**src/rtl/vip_uart_pkg.sv**
```systemverilog
`default_nettype none
// ============================================================================
//  Module      : vip_uart_pkg
//  Description : Shared types and constants for the multi-channel UART RX VIP.
//  Revision    : 1.0 - initial release
// ============================================================================
package vip_uart_pkg;

    typedef enum logic [2:0] {
        IDLE   = 3'd0,
        START  = 3'd1,
        DATA   = 3'd2,
        PARITY = 3'd3,
        STOP   = 3'd4
    } rx_state_t;

    localparam logic [1:0] PARITY_NONE = 2'd0;
    localparam logic [1:0] PARITY_EVEN = 2'd1;
    localparam logic [1:0] PARITY_ODD  = 2'd2;

    localparam int ERR_PARITY = 0;
    localparam int ERR_FRAME  = 1;

    localparam int MIN_SCALER = 4;

    // Mode 3 is an alias for "no parity"; only 1 and 2 carry a parity bit.
    function automatic logic parity_en(input logic [1:0] mode);
        return (mode == PARITY_EVEN) || (mode == PARITY_ODD);
    endfunction

endpackage
`default_nettype wire

```
**src/rtl/vip_uart_rx_chan.sv**
```systemverilog
`default_nettype none
// ============================================================================
//  Module      : vip_uart_rx_chan
//  Description : One UART RX channel: input synchroniser, receive FSM and
//                character FIFO. Optional console logging when the macro
//                VIP_UART_RX_LOG_EN is defined (simulation only).
//  Revision    : 1.0 - initial release
// ============================================================================
module vip_uart_rx_chan
    import vip_uart_pkg::*;
#(
`ifdef VIP_UART_RX_LOG_EN
    parameter int CH_ID      = 0,
`endif
    parameter int DATA_BITS  = 8,
    parameter int FIFO_DEPTH = 16,
    parameter int SCALER_W   = 16
) (
    input  logic                 i_clk,
    input  logic                 i_nrst,
    input  logic                 i_rx,
    input  logic [SCALER_W-1:0]  i_scaler,
    input  logic [1:0]           i_parity,
    input  logic                 i_stop2,
    input  logic                 i_pop,
    input  logic                 i_clr_ovf,
    output logic [DATA_BITS-1:0] o_head_data,
    output logic [1:0]           o_head_err,
    output logic                 o_empty,
    output logic                 o_full,
    output logic                 o_ovf
);

    localparam int AW = $clog2(FIFO_DEPTH);
    localparam int EW = DATA_BITS + 2;
    localparam int BW = 4;
    localparam logic [SCALER_W-1:0] MIN_SC = SCALER_W'(MIN_SCALER);

    logic [1:0]           sync_q;
    logic                 rx_prev_q;
    rx_state_t            state_q,    state_d;
    logic [SCALER_W-1:0]  cnt_q,      cnt_d;
    logic [BW-1:0]        bit_q,      bit_d;
    logic                 stop_idx_q, stop_idx_d;
    logic [DATA_BITS-1:0] shift_q,    shift_d;
    logic [1:0]           err_q,      err_d;
    logic [SCALER_W-1:0]  scaler_q,   scaler_d;
    logic [1:0]           parity_q,   parity_d;
    logic                 stop2_q,    stop2_d;
    logic [AW:0]          wr_ptr_q,   wr_ptr_d;
    logic [AW:0]          rd_ptr_q,   rd_ptr_d;
    logic                 ovf_q,      ovf_d;
    logic [EW-1:0]        mem_q [FIFO_DEPTH];

    logic                 rx_s;
    logic [SCALER_W-1:0]  eff_scaler;
    logic                 push;
    logic                 push_ok;
    logic                 pop_ok;
    logic                 empty;
    logic                 full;
    logic [EW-1:0]        push_entry;

    // Receive FSM next-state: every sample is taken when the bit counter hits 0.
    always_comb begin
        rx_s       = sync_q[1];
        eff_scaler = (i_scaler < MIN_SC) ? MIN_SC : i_scaler;
        state_d    = state_q;
        cnt_d      = cnt_q;
        bit_d      = bit_q;
        stop_idx_d = stop_idx_q;
        shift_d    = shift_q;
        err_d      = err_q;
        scaler_d   = scaler_q;
        parity_d   = parity_q;
        stop2_d    = stop2_q;
        push       = 1'b0;
        case (state_q)
            IDLE: begin
                if (rx_prev_q && !rx_s) begin
                    // Half a bit period puts the start-bit sample at mid-bit.
                    state_d    = START;
                    cnt_d      = eff_scaler >> 1;
                    scaler_d   = eff_scaler;
                    parity_d   = i_parity;
                    stop2_d    = i_stop2;
                    err_d      = 2'b00;
                    bit_d      = '0;
                    stop_idx_d = 1'b0;
                end
            end
            START: begin
                if (cnt_q == '0) begin
                    if (rx_s) begin
                        state_d = IDLE;
                    end else begin
                        state_d = DATA;
                        cnt_d   = scaler_q - 1'b1;
                    end
                end else begin
                    cnt_d = cnt_q - 1'b1;
                end
            end
            DATA: begin
                if (cnt_q == '0) begin
                    shift_d = {rx_s, shift_q[DATA_BITS-1:1]};
                    bit_d   = bit_q + 1'b1;
                    cnt_d   = scaler_q - 1'b1;
                    if (bit_q == BW'(DATA_BITS - 1)) begin
                        state_d = parity_en(parity_q) ? PARITY : STOP;
                    end
                end else begin
                    cnt_d = cnt_q - 1'b1;
                end
            end
            PARITY: begin
                if (cnt_q == '0) begin
                    err_d[ERR_PARITY] = (^shift_q) ^ rx_s ^ (parity_q == PARITY_ODD);
                    state_d           = STOP;
                    cnt_d             = scaler_q - 1'b1;
                end else begin
                    cnt_d = cnt_q - 1'b1;
                end
            end
            STOP: begin
                if (cnt_q == '0) begin
                    if (!rx_s) begin
                        err_d[ERR_FRAME] = 1'b1;
                    end
                    if (stop2_q && !stop_idx_q) begin
                        stop_idx_d = 1'b1;
                        cnt_d      = scaler_q - 1'b1;
                    end else begin
                        // No wait for idle-high, so the next start edge is caught.
                        push    = 1'b1;
                        state_d = IDLE;
                    end
                end else begin
                    cnt_d = cnt_q - 1'b1;
                end
            end
            default: state_d = IDLE;
        endcase
        push_entry = {err_d, shift_q};
    end

    // FIFO control: a push into a full FIFO still lands if a pop frees the slot.
    always_comb begin
        empty    = (wr_ptr_q == rd_ptr_q);
        full     = (wr_ptr_q[AW] != rd_ptr_q[AW]) &&
                   (wr_ptr_q[AW-1:0] == rd_ptr_q[AW-1:0]);
        pop_ok   = i_pop && !empty;
        push_ok  = push && (!full || pop_ok);
        wr_ptr_d = wr_ptr_q + (AW+1)'(push_ok);
        rd_ptr_d = rd_ptr_q + (AW+1)'(pop_ok);
        if (i_clr_ovf) begin
            ovf_d = 1'b0;
        end else if (push && !push_ok) begin
            ovf_d = 1'b1;
        end else begin
            ovf_d = ovf_q;
        end
    end

    // State registers, synchroniser and FIFO pointers.
    always_ff @(posedge i_clk or negedge i_nrst) begin
        if (!i_nrst) begin
            sync_q     <= 2'b11;
            rx_prev_q  <= 1'b1;
            state_q    <= IDLE;
            cnt_q      <= '0;
            bit_q      <= '0;
            stop_idx_q <= 1'b0;
            shift_q    <= '0;
            err_q      <= 2'b00;
            scaler_q   <= MIN_SC;
            parity_q   <= PARITY_NONE;
            stop2_q    <= 1'b0;
            wr_ptr_q   <= '0;
            rd_ptr_q   <= '0;
            ovf_q      <= 1'b0;
        end else begin
            sync_q     <= {sync_q[0], i_rx};
            rx_prev_q  <= sync_q[1];
            state_q    <= state_d;
            cnt_q      <= cnt_d;
            bit_q      <= bit_d;
            stop_idx_q <= stop_idx_d;
            shift_q    <= shift_d;
            err_q      <= err_d;
            scaler_q   <= scaler_d;
            parity_q   <= parity_d;
            stop2_q    <= stop2_d;
            wr_ptr_q   <= wr_ptr_d;
            rd_ptr_q   <= rd_ptr_d;
            ovf_q      <= ovf_d;
        end
    end

    // Character storage; contents are only observed through valid pointers.
    always_ff @(posedge i_clk) begin
        if (push_ok) begin
            mem_q[wr_ptr_q[AW-1:0]] <= push_entry;
        end
    end

    assign o_head_data = mem_q[rd_ptr_q[AW-1:0]][DATA_BITS-1:0];
    assign o_head_err  = mem_q[rd_ptr_q[AW-1:0]][EW-1:DATA_BITS];
    assign o_empty     = empty;
    assign o_full      = full;
    assign o_ovf       = ovf_q;

`ifdef VIP_UART_RX_LOG_EN
    string line_s;
    int    line_len;

    // Console line accumulation and error reporting.
    always @(posedge i_clk) begin
        if (push && push_entry[DATA_BITS+ERR_PARITY]) begin
            $warning("uart%0d: parity error at %0t", CH_ID, $time);
        end
        if (push && push_entry[DATA_BITS+ERR_FRAME]) begin
            $warning("uart%0d: framing error at %0t", CH_ID, $time);
        end
        if (push_ok) begin
            if (push_entry[DATA_BITS-1:0] == DATA_BITS'(8'h0A)) begin
                $display("uart%0d: %s", CH_ID, line_s);
                line_s   = "";
                line_len = 0;
            end else begin
                line_s   = $sformatf("%s%c", line_s, push_entry[DATA_BITS-1:0]);
                line_len = line_len + 1;
                if (line_len == 256) begin
                    $display("uart%0d: %s", CH_ID, line_s);
                    line_s   = "";
                    line_len = 0;
                end
            end
        end
    end
`endif

endmodule
`default_nettype wire

```
**src/rtl/vip_uart_rx_mc.sv**
```systemverilog
`default_nettype none
// ============================================================================
//  Module      : vip_uart_rx_mc
//  Description : Multi-channel UART receiver VIP. One receive channel per RX
//                line plus a shared polled read port with a registered output.
//                Define VIP_UART_RX_LOG_EN for per-channel console logging.
//  Revision    : 1.0 - initial release
// ============================================================================
module vip_uart_rx_mc
    import vip_uart_pkg::*;
#(
    parameter  int CH_NUM     = 2,
    parameter  int DATA_BITS  = 8,
    parameter  int FIFO_DEPTH = 16,
    parameter  int SCALER_W   = 16,
    localparam int CH_W       = (CH_NUM > 1) ? $clog2(CH_NUM) : 1
) (
    input  logic                 i_clk,
    input  logic                 i_nrst,
    input  logic [CH_NUM-1:0]    i_rx,
    input  logic [SCALER_W-1:0]  i_scaler,
    input  logic [1:0]           i_parity,
    input  logic                 i_stop2,
    input  logic [CH_W-1:0]      i_rd_ch,
    input  logic                 i_rd_req,
    output logic                 o_rd_valid,
    output logic [DATA_BITS-1:0] o_rd_data,
    output logic [1:0]           o_rd_err,
    output logic [CH_NUM-1:0]    o_empty,
    output logic [CH_NUM-1:0]    o_full,
    output logic [CH_NUM-1:0]    o_ovf,
    input  logic [CH_NUM-1:0]    i_clr_ovf
);

    logic [DATA_BITS-1:0] head_data [CH_NUM];
    logic [1:0]           head_err  [CH_NUM];
    logic [CH_NUM-1:0]    empty_vec;
    logic [CH_NUM-1:0]    pop_vec;
    logic [DATA_BITS-1:0] sel_data;
    logic [1:0]           sel_err;
    logic                 rd_valid_q, rd_valid_d;
    logic [DATA_BITS-1:0] rd_data_q,  rd_data_d;
    logic [1:0]           rd_err_q,   rd_err_d;

    generate
        for (genvar g = 0; g < CH_NUM; g++) begin : g_ch
            vip_uart_rx_chan #(
`ifdef VIP_UART_RX_LOG_EN
                .CH_ID      (g),
`endif
                .DATA_BITS  (DATA_BITS),
                .FIFO_DEPTH (FIFO_DEPTH),
                .SCALER_W   (SCALER_W)
            ) u_chan (
                .i_clk       (i_clk),
                .i_nrst      (i_nrst),
                .i_rx        (i_rx[g]),
                .i_scaler    (i_scaler),
                .i_parity    (i_parity),
                .i_stop2     (i_stop2),
                .i_pop       (pop_vec[g]),
                .i_clr_ovf   (i_clr_ovf[g]),
                .o_head_data (head_data[g]),
                .o_head_err  (head_err[g]),
                .o_empty     (empty_vec[g]),
                .o_full      (o_full[g]),
                .o_ovf       (o_ovf[g])
            );
        end
    endgenerate

    // Read mux: an out-of-range channel matches no entry and is ignored.
    always_comb begin
        pop_vec  = '0;
        sel_data = '0;
        sel_err  = 2'b00;
        for (int i = 0; i < CH_NUM; i++) begin
            if (i_rd_ch == CH_W'(i)) begin
                pop_vec[i] = i_rd_req && !empty_vec[i];
                sel_data   = head_data[i];
                sel_err    = head_err[i];
            end
        end
        rd_valid_d = |pop_vec;
        rd_data_d  = rd_valid_d ? sel_data : rd_data_q;
        rd_err_d   = rd_valid_d ? sel_err  : rd_err_q;
    end

    // Read output register.
    always_ff @(posedge i_clk or negedge i_nrst) begin
        if (!i_nrst) begin
            rd_valid_q <= 1'b0;
            rd_data_q  <= '0;
            rd_err_q   <= 2'b00;
        end else begin
            rd_valid_q <= rd_valid_d;
            rd_data_q  <= rd_data_d;
            rd_err_q   <= rd_err_d;
        end
    end

    assign o_rd_valid = rd_valid_q;
    assign o_rd_data  = rd_data_q;
    assign o_rd_err   = rd_err_q;
    assign o_empty    = empty_vec;

endmodule
`default_nettype wire

```
**config.mk**
```make
export PLATFORM = sky130hd
export DESIGN_NAME = vip_uart_rx_mc
export DESIGN_NICKNAME = d
export VERILOG_FILES = /design/src/rtl/vip_uart_pkg.sv /design/src/rtl/vip_uart_rx_chan.sv /design/src/rtl/vip_uart_rx_mc.sv
export SDC_FILE = /design/constraint.sdc
export NUM_CORES = 1
export LEC_CHECK = 0
export CORE_ASPECT_RATIO = 0.8
export CORE_MARGIN = 2
export CORE_UTILIZATION = 55
export CTS_BUF_LIST = sky130_fd_sc_hd__clkbuf_4 sky130_fd_sc_hd__clkbuf_8
export DETAILED_ROUTE_END_ITERATION = 10
export PLACE_DENSITY_LB_ADDON = 0.15
export SETUP_SLACK_MARGIN = 0.5
export SLEW_MARGIN = 20
export SYNTH_ARGS = -nofsm -noshare
export SYNTH_HDL_FRONTEND = slang
export SYNTH_HIERARCHICAL = 1
export SYNTH_SLANG_ARGS = --single-unit
export TNS_END_PERCENT = 50
```
**constraint.sdc**
```tcl
create_clock -name i_clk -period 5.8 [get_ports i_clk]
set_clock_uncertainty 0.2 [all_clocks]
set_input_delay 1.74 -clock i_clk [delete_from_list [all_inputs] [get_ports i_clk]]
set_output_delay 1.74 -clock i_clk [all_outputs]
set_load 0.01 [all_outputs]
```
==> metrics, run 1 <==
critical path's largest stage delay=approximately 0.88 ns; die height=between 150 and 200 microns; ys async rst share=a little under a third; CP arrival=a little under 3 ns; r2r setup slk=1.57 ns; worst reg-to-reg path cell count=6; initial core utilization=between 50% and 60%; GRT overflow=0; hold wc startpoint=g_ch[0].u_chan/sync_q[0]; final std cells w/o fill=between 2000 and 2500; TritonCTS buffer count=72; Layout Nets=around 1600; CTS resizes=0; Slew HR=between 20% and 30%; cell count after synthesis=~1400; crit share post-route=between 80 and 90%; delay-heaviest family, CP=flip-flops; register area share after synthesis=about 65%; htree depth=3; final WL=~47000 microns; post-synthesis register bit count=roughly 470; leakage power=around 8.6 nW; largest net degree at the start of global routing=between 60 and 70; Post-synth EDFFs=320; Syn Nets=~1500; Reg area=~13000 sq um; Area growth syn-to-layout=12.0%; RSZ-0062 raised after global routing=no; detailed placement HPWL=a little over 30000 microns; worst path cell trace=xnor2_1, nand4_1, nor2_1, clkdlybuf4s50_1; GR Util All Layers=between 20% and 30%; Hold Vio Cnt, Final=0; Max clock buf depth=3; setup_tns=0 ns; ant diodes=0; Crit Reg-Reg Endpoint=g_ch[0].u_chan/mem_q[0][4]; Avg WL per Cell=about 23 microns; final slew viol count=0; Pre-Repair DR Iteration Count=7; initial antenna violation count=0; die width=about 220 microns; postcts setup bufs=0; CTS root buffer=clkbuf_8; Ys Warns=6; Max Cap Viol=0; worst skew pair latency=a little over 0.6 ns; WS Path Type=reg -> out; share of layout cells above drive strength 1=18.6%; CTS tree=built; status=finished clean; slowest CP cell=dfrtp_1; first-pass GRT wire length=between 70000 and 80000 microns; Ports=between 40 and 50; crit path launch type=flip-flop; placed cell count=1932; Slew @ Worst Pin=approximately 1.1 ns; die area=a little under 40000 sq um; fmax=0.203 GHz; Worst Setup SP=g_ch[1].u_chan/rd_ptr_q[3]; RR Startpoint=g_ch[0].u_chan/cnt_q[9]; CP endpoint=o_empty[1]; port bufs=43; Synth cell types=90; Hold Buf Count CTS=0; crit path capture type=output port; DR vias=12800; critical path required time=approximately 3.9 ns; # setup viols final=0; fin crit period=between 4 and 5 ns; DRC Markers=0; Peak VDD IR=~230 uV; Multi-input gate area=between 6000 and 7000 sq um; Clock Sinks=between 400 and 500; vias per inst=6.19; Routed Antenna Nets=0; Filler Cell Count=approximately 2700; vias in the first global route=around 12000; Levels on crit path=4; RePlAce Congestion=around 0.90; Crit path buffers/inverters=1; core area=36900 sq um; Top FF cell, synth=edfxtp_1; hold crit path type=reg -> reg; mapped cell area=a little over 20000 sq um; row count=63; clk slew on worst S/H paths=0.06 ns; syn_area_per_cell=roughly 14 sq um; critical path peak fanout=23; P per Cell Area=about 430 nW/um^2; drt first-iter violations=approximately 1300
==> cell type report <==
class | instances | area share, %
Clock buffer | 112 | 5.99
Multi-Input combinational cell | 892 | 29.9
Timing Repair Buffer | 73 | 2.87
Inverter | 15 | 0.246
Clock inverter | 18 | 0.497
Tap cell | 487 | 2.66
Sequential cell | 465 | 57.9
==> worst min path at each step <==
stage	depth (start not counted)	endpoint
6_report	0	g_ch[0].u_chan/sync_q[1]
5_1_grt	0	g_ch[1].u_chan/sync_q[1]
3_5_place_dp	0	g_ch[0].u_chan/sync_q[1]
3_3_place_gp	0	g_ch[0].u_chan/sync_q[1]
4_1_cts	0	g_ch[0].u_chan/sync_q[1]
2_1_floorplan	0	g_ch[0].u_chan/sync_q[1]
==> registers in the layout, indices dropped and copies added (netlist names), 2 cells and up <==
name	cells
g_ch.u_chan/state_q	6
g_ch.u_chan/sync_q	4
g_ch.u_chan/rd_ptr_q	10
g_ch.u_chan/stop2_q	2
g_ch.u_chan/mem_q	320
g_ch.u_chan/parity_q	4
g_ch.u_chan/wr_ptr_q	10
g_ch.u_chan/scaler_q	32
g_ch.u_chan/cnt_q	32
g_ch.u_chan/o_ovf	2
g_ch.u_chan/stop_idx_q	2
o_rd_data	8
g_ch.u_chan/rx_prev_q	2
g_ch.u_chan/err_q	4
g_ch.u_chan/bit_q	8
g_ch.u_chan/shift_q	16
o_rd_err	2
==> metrics by stage <==
stage,cell area [sq um],worst slack [ns],hold WS [ns],power (W),utilization (%)
2_1_floorplan,20500,1.65,0.145,0.00628,-
3_3_place_gp,21400,0.839,0.146,0.00703,58.0
3_5_place_dp,21400,0.717,0.147,0.00710,58.0
4_1_cts,22900,0.859,0.156,0.00991,62.1
5_1_grt,22900,0.752,0.157,0.0104,62.1
6_report,22900,0.879,0.154,0.00986,62.1
==> cell usage after synthesis (8+ instances only) <==
master | number | area (sq um)
nand3_1 | 32 | 160
nor2_1 | 92 | 345
mux2_2 | 17 | 191
mux2i_1 | 50 | 500
nand2_1 | 178 | 668
xor2_1 | 15 | 131
o22ai_1 | 11 | 68.8
clkbuf_1 | 44 | 165
ha_1 | 14 | 175
o21ai_0 | 53 | 265
mux4_2 | 70 | 1580
dfrtp_1 | 137 | 3430
nand2b_1 | 9 | 56.3
and2_1 | 10 | 62.6
nor4_1 | 13 | 81.3
nor3_1 | 27 | 135
a31oi_1 | 20 | 125
buf_2 | 19 | 95.1
dfstp_2 | 8 | 210
inv_1 | 15 | 56.3
edfxtp_1 | 320 | 9610
a221oi_1 | 11 | 96.3
a21oi_1 | 54 | 270
a22oi_1 | 12 | 90.1
nand4_1 | 12 | 75.1
xnor2_1 | 49 | 429
==> cells in the final DEF, fill, tap and decap left out, types with 42 or more instances in the layout <==
cell type / Yosys / final
edfxtp_1: 320 / 320
dfrtp_1: 137 / 134
clkbuf_8: 0 / 85
a21oi_1: 54 / 54
mux2i_1: 50 / 49
nor2_1: 92 / 92
xnor2_1: 49 / 49
nand2_1: 178 / 178
clkdlybuf4s50_1: 0 / 42
mux4_2: 70 / 70
o21ai_0: 53 / 53
==> cell families after synthesis <==
group,share of synthesized area [%]
AO/OA/AOI/OAI,7.70
XOR/XNOR,2.74
adder cells (fa/ha/maj),0.856
buffers and inverters,1.91
flip-flops,64.8
multiplexers,11.2
AND/OR/NAND/NOR,10.8
==> power breakdown <==
group          total (W)  switching, W  leakage (nW)  internal (W)
Clock            0.00280       0.00125         0.801       0.00155
Combinational    0.00276       0.00157          2.82       0.00118
Sequential       0.00431      0.000455          4.99       0.00385
Total            0.00986       0.00327          8.61       0.00659
==> routing by layer <==
layer / track usage, % / up-vias / share of wire, %
met2: 35.9 / 528 / 43
met4: 7.47 / 0 / 2.3
met1: 39.6 / 6439 / 47
li1: - / 5712 / -
met3: 5.01 / 86 / 7.6
met5: 0 / - / 0
Note: power is estimated with default switching activity, not from simulation.
==> inputs of run 2 (changes only) <==
Clock period 5.8 ns to 4.35 ns, I/O delays scaled along.
==> metrics, run 2 (synthesis gave the netlist of run 1 again) <==
Sw Share=roughly a third; post-route design area=between 20000 and 25000 sq um; crit share post-route=between 80% and 90%; row count=63; share of layout cells above drive strength 1=approximately 20%; GRT overflow=0; Avg WL per Cell=22.5 microns; Peak VDD IR=approximately 400 uV; delay-heaviest family, CP=buffers and inverters; Pint=between 0.008 and 0.009 W; fin crit period=3.80 ns; fmax=~0.26 GHz; Comb power frac=~29%; TritonCTS buffer count=73; final WL=~47000 microns; status=finished clean; Max clock buf depth=3; P per Cell Area=around 570 nW/um^2; Pre-Repair DR Iteration Count=5; slowest CP cell=clkdlybuf4s50_1; CTS tree=built; critical path peak fanout=11; largest net degree at the start of global routing=62; RePlAce Congestion=just over 0.9; sequential share of power=a little over two fifths; die width=roughly 220 microns; core area=roughly 37000 sq um; hold crit path type=reg -> reg; crit path capture type=output port; worst path cell trace=xnor2_1, nand4_1, nor2_4, clkdlybuf4s50_1; critical path required time=about 2.8 ns; vias per inst=about 6; number of flip-flops under the largest register name=320; crit path launch type=flip-flop; drt first-iter violations=approximately 1400; vias in the first global route=~12000; commonest non-fill, non-tap cell in the layout=edfxtp_1; Slew HR=between 20% and 30%; Layout Nets=approximately 1600; Clock Sinks=approximately 470; clock share of power=between 20% and 30%; RSZ-0062 raised after global routing=yes; Max Cap Viol=0; detailed placement HPWL=roughly 31000 microns; GR Util All Layers=25.4%; DR vias=12800; WS Path Type=reg -> out; die height=roughly 180 microns; first-pass GRT wire length=between 70000 and 80000 microns; final slew viol count=0; initial antenna violation count=1; DRC Markers=0; die area=approximately 39000 sq um; leakage power=approximately 9 nW; P_sw=about 0.0044 W; port bufs=43; CTS root buffer=clkbuf_8; critical path's largest stage delay=0.57 ns; setup_tns=0 ns; Hold Vio Cnt, Final=0; Routed Antenna Nets=0; Area growth syn-to-layout=12.9%; Slew @ Worst Pin=between 1 and 1.5 ns; Ports=44; CP arrival=2.30 ns; r2r setup slk=between 0.7 and 0.8 ns; clk slew on worst S/H paths=roughly 0.060 ns; placed cell area=approximately 22000 sq um; htree depth=3; Power, Total=about 0.013 W; Crit path buffers/inverters=1; # setup viols final=0; worst skew pair latency=0.62 ns; most frequent cells in the layout=320 x edfxtp_1, 178 x nand2_1, 130 x dfrtp_1, 88 x nor2_1, 81 x clkbuf_8; initial core utilization=between 50% and 60%
==> run 2: routing by layer <==
layer	GRT usage, %	routed length (microns)	vias up
met5	0	0	-
met4	6.49	791	0
met3	5.72	3670	55
met2	35.5	20500	490
met1	40.3	22100	6523
li1	-	-	5765
==> run 2: power groups by stage <==
stage          combinational (W)  clock [W]  sequential [W]
2_1_floorplan            0.00280          0         0.00558
3_3_place_gp             0.00370          0         0.00573
3_5_place_dp             0.00378          0         0.00574
4_1_cts                  0.00379    0.00370         0.00566
5_1_grt                  0.00417    0.00390         0.00575
6_report                 0.00380    0.00360         0.00568
==> run 2: per-stage QoR <==
| step | util [%] | setup WS (ns) | instances | hold WS, ns |
|---|---|---|---|---|
| 2_1_floorplan | - | 0.639 | 1445 | 0.145 |
| 3_3_place_gp | 58.6 | 0.259 | 1958 | 0.147 |
| 3_5_place_dp | 58.6 | 0.191 | 1958 | 0.147 |
| 4_1_cts | 62.5 | 0.466 | 2090 | 0.156 |
| 5_1_grt | 62.6 | 0.401 | 2091 | 0.163 |
| 6_report | 62.6 | 0.549 | 2092 | 0.155 |
==> run 2: final timing paths <==
| kind | to | depth (start not counted) | start |
|---|---|---|---|
| max in group asynchronous | g_ch[0].u_chan/sync_q[0] | 2 | i_nrst |
| worst min-delay path | g_ch[1].u_chan/sync_q[1] | 0 | g_ch[1].u_chan/sync_q[0] |
| worst max register to register | g_ch[0].u_chan/cnt_q[8] | 11 | g_ch[0].u_chan/cnt_q[7] |
| worst max-delay path | o_empty[0] | 4 | g_ch[0].u_chan/wr_ptr_q[2] |
| min in group asynchronous | g_ch[1].u_chan/cnt_q[0] | 1 | i_nrst |
| worst min register to register | g_ch[1].u_chan/sync_q[1] | 0 | g_ch[1].u_chan/sync_q[0] |
==> run 2: timing repair <==
item                       CTS  global route
setup endpoints to repair    4             7
gates resized for setup      5             9
buffers inserted             0             1
hold buffers                 0             0
pin swaps                    0             3
==> run 2: final cells by class <==
| class | instances | area (sq um) |
|---|---|---|
| clock inverters | 36 | 210 |
| diodes | 1 | 2.50 |
| clock buffers | 96 | 1230 |
| repair buffers | 100 | 875 |
| multi-input cells | 892 | 6860 |
| well taps | 487 | 609 |
| inverters | 15 | 56.3 |
| flip-flops and latches | 465 | 13300 |
| fillers | 2772 | 13800 |
==> run 2: worst reg2reg max path, stage by stage, from the launching register on <==
cell       delay [ns]
dfrtp_1          0.49
or4_4            0.25
or3_4            0.18
nor2_2           0.06
a21oi_1          0.20
ha_1             0.28
or4b_2           0.71
nor4_2           0.34
mux2i_1          0.24
nor2_1           0.05
a2111oi_0        0.39
a21oi_1          0.11
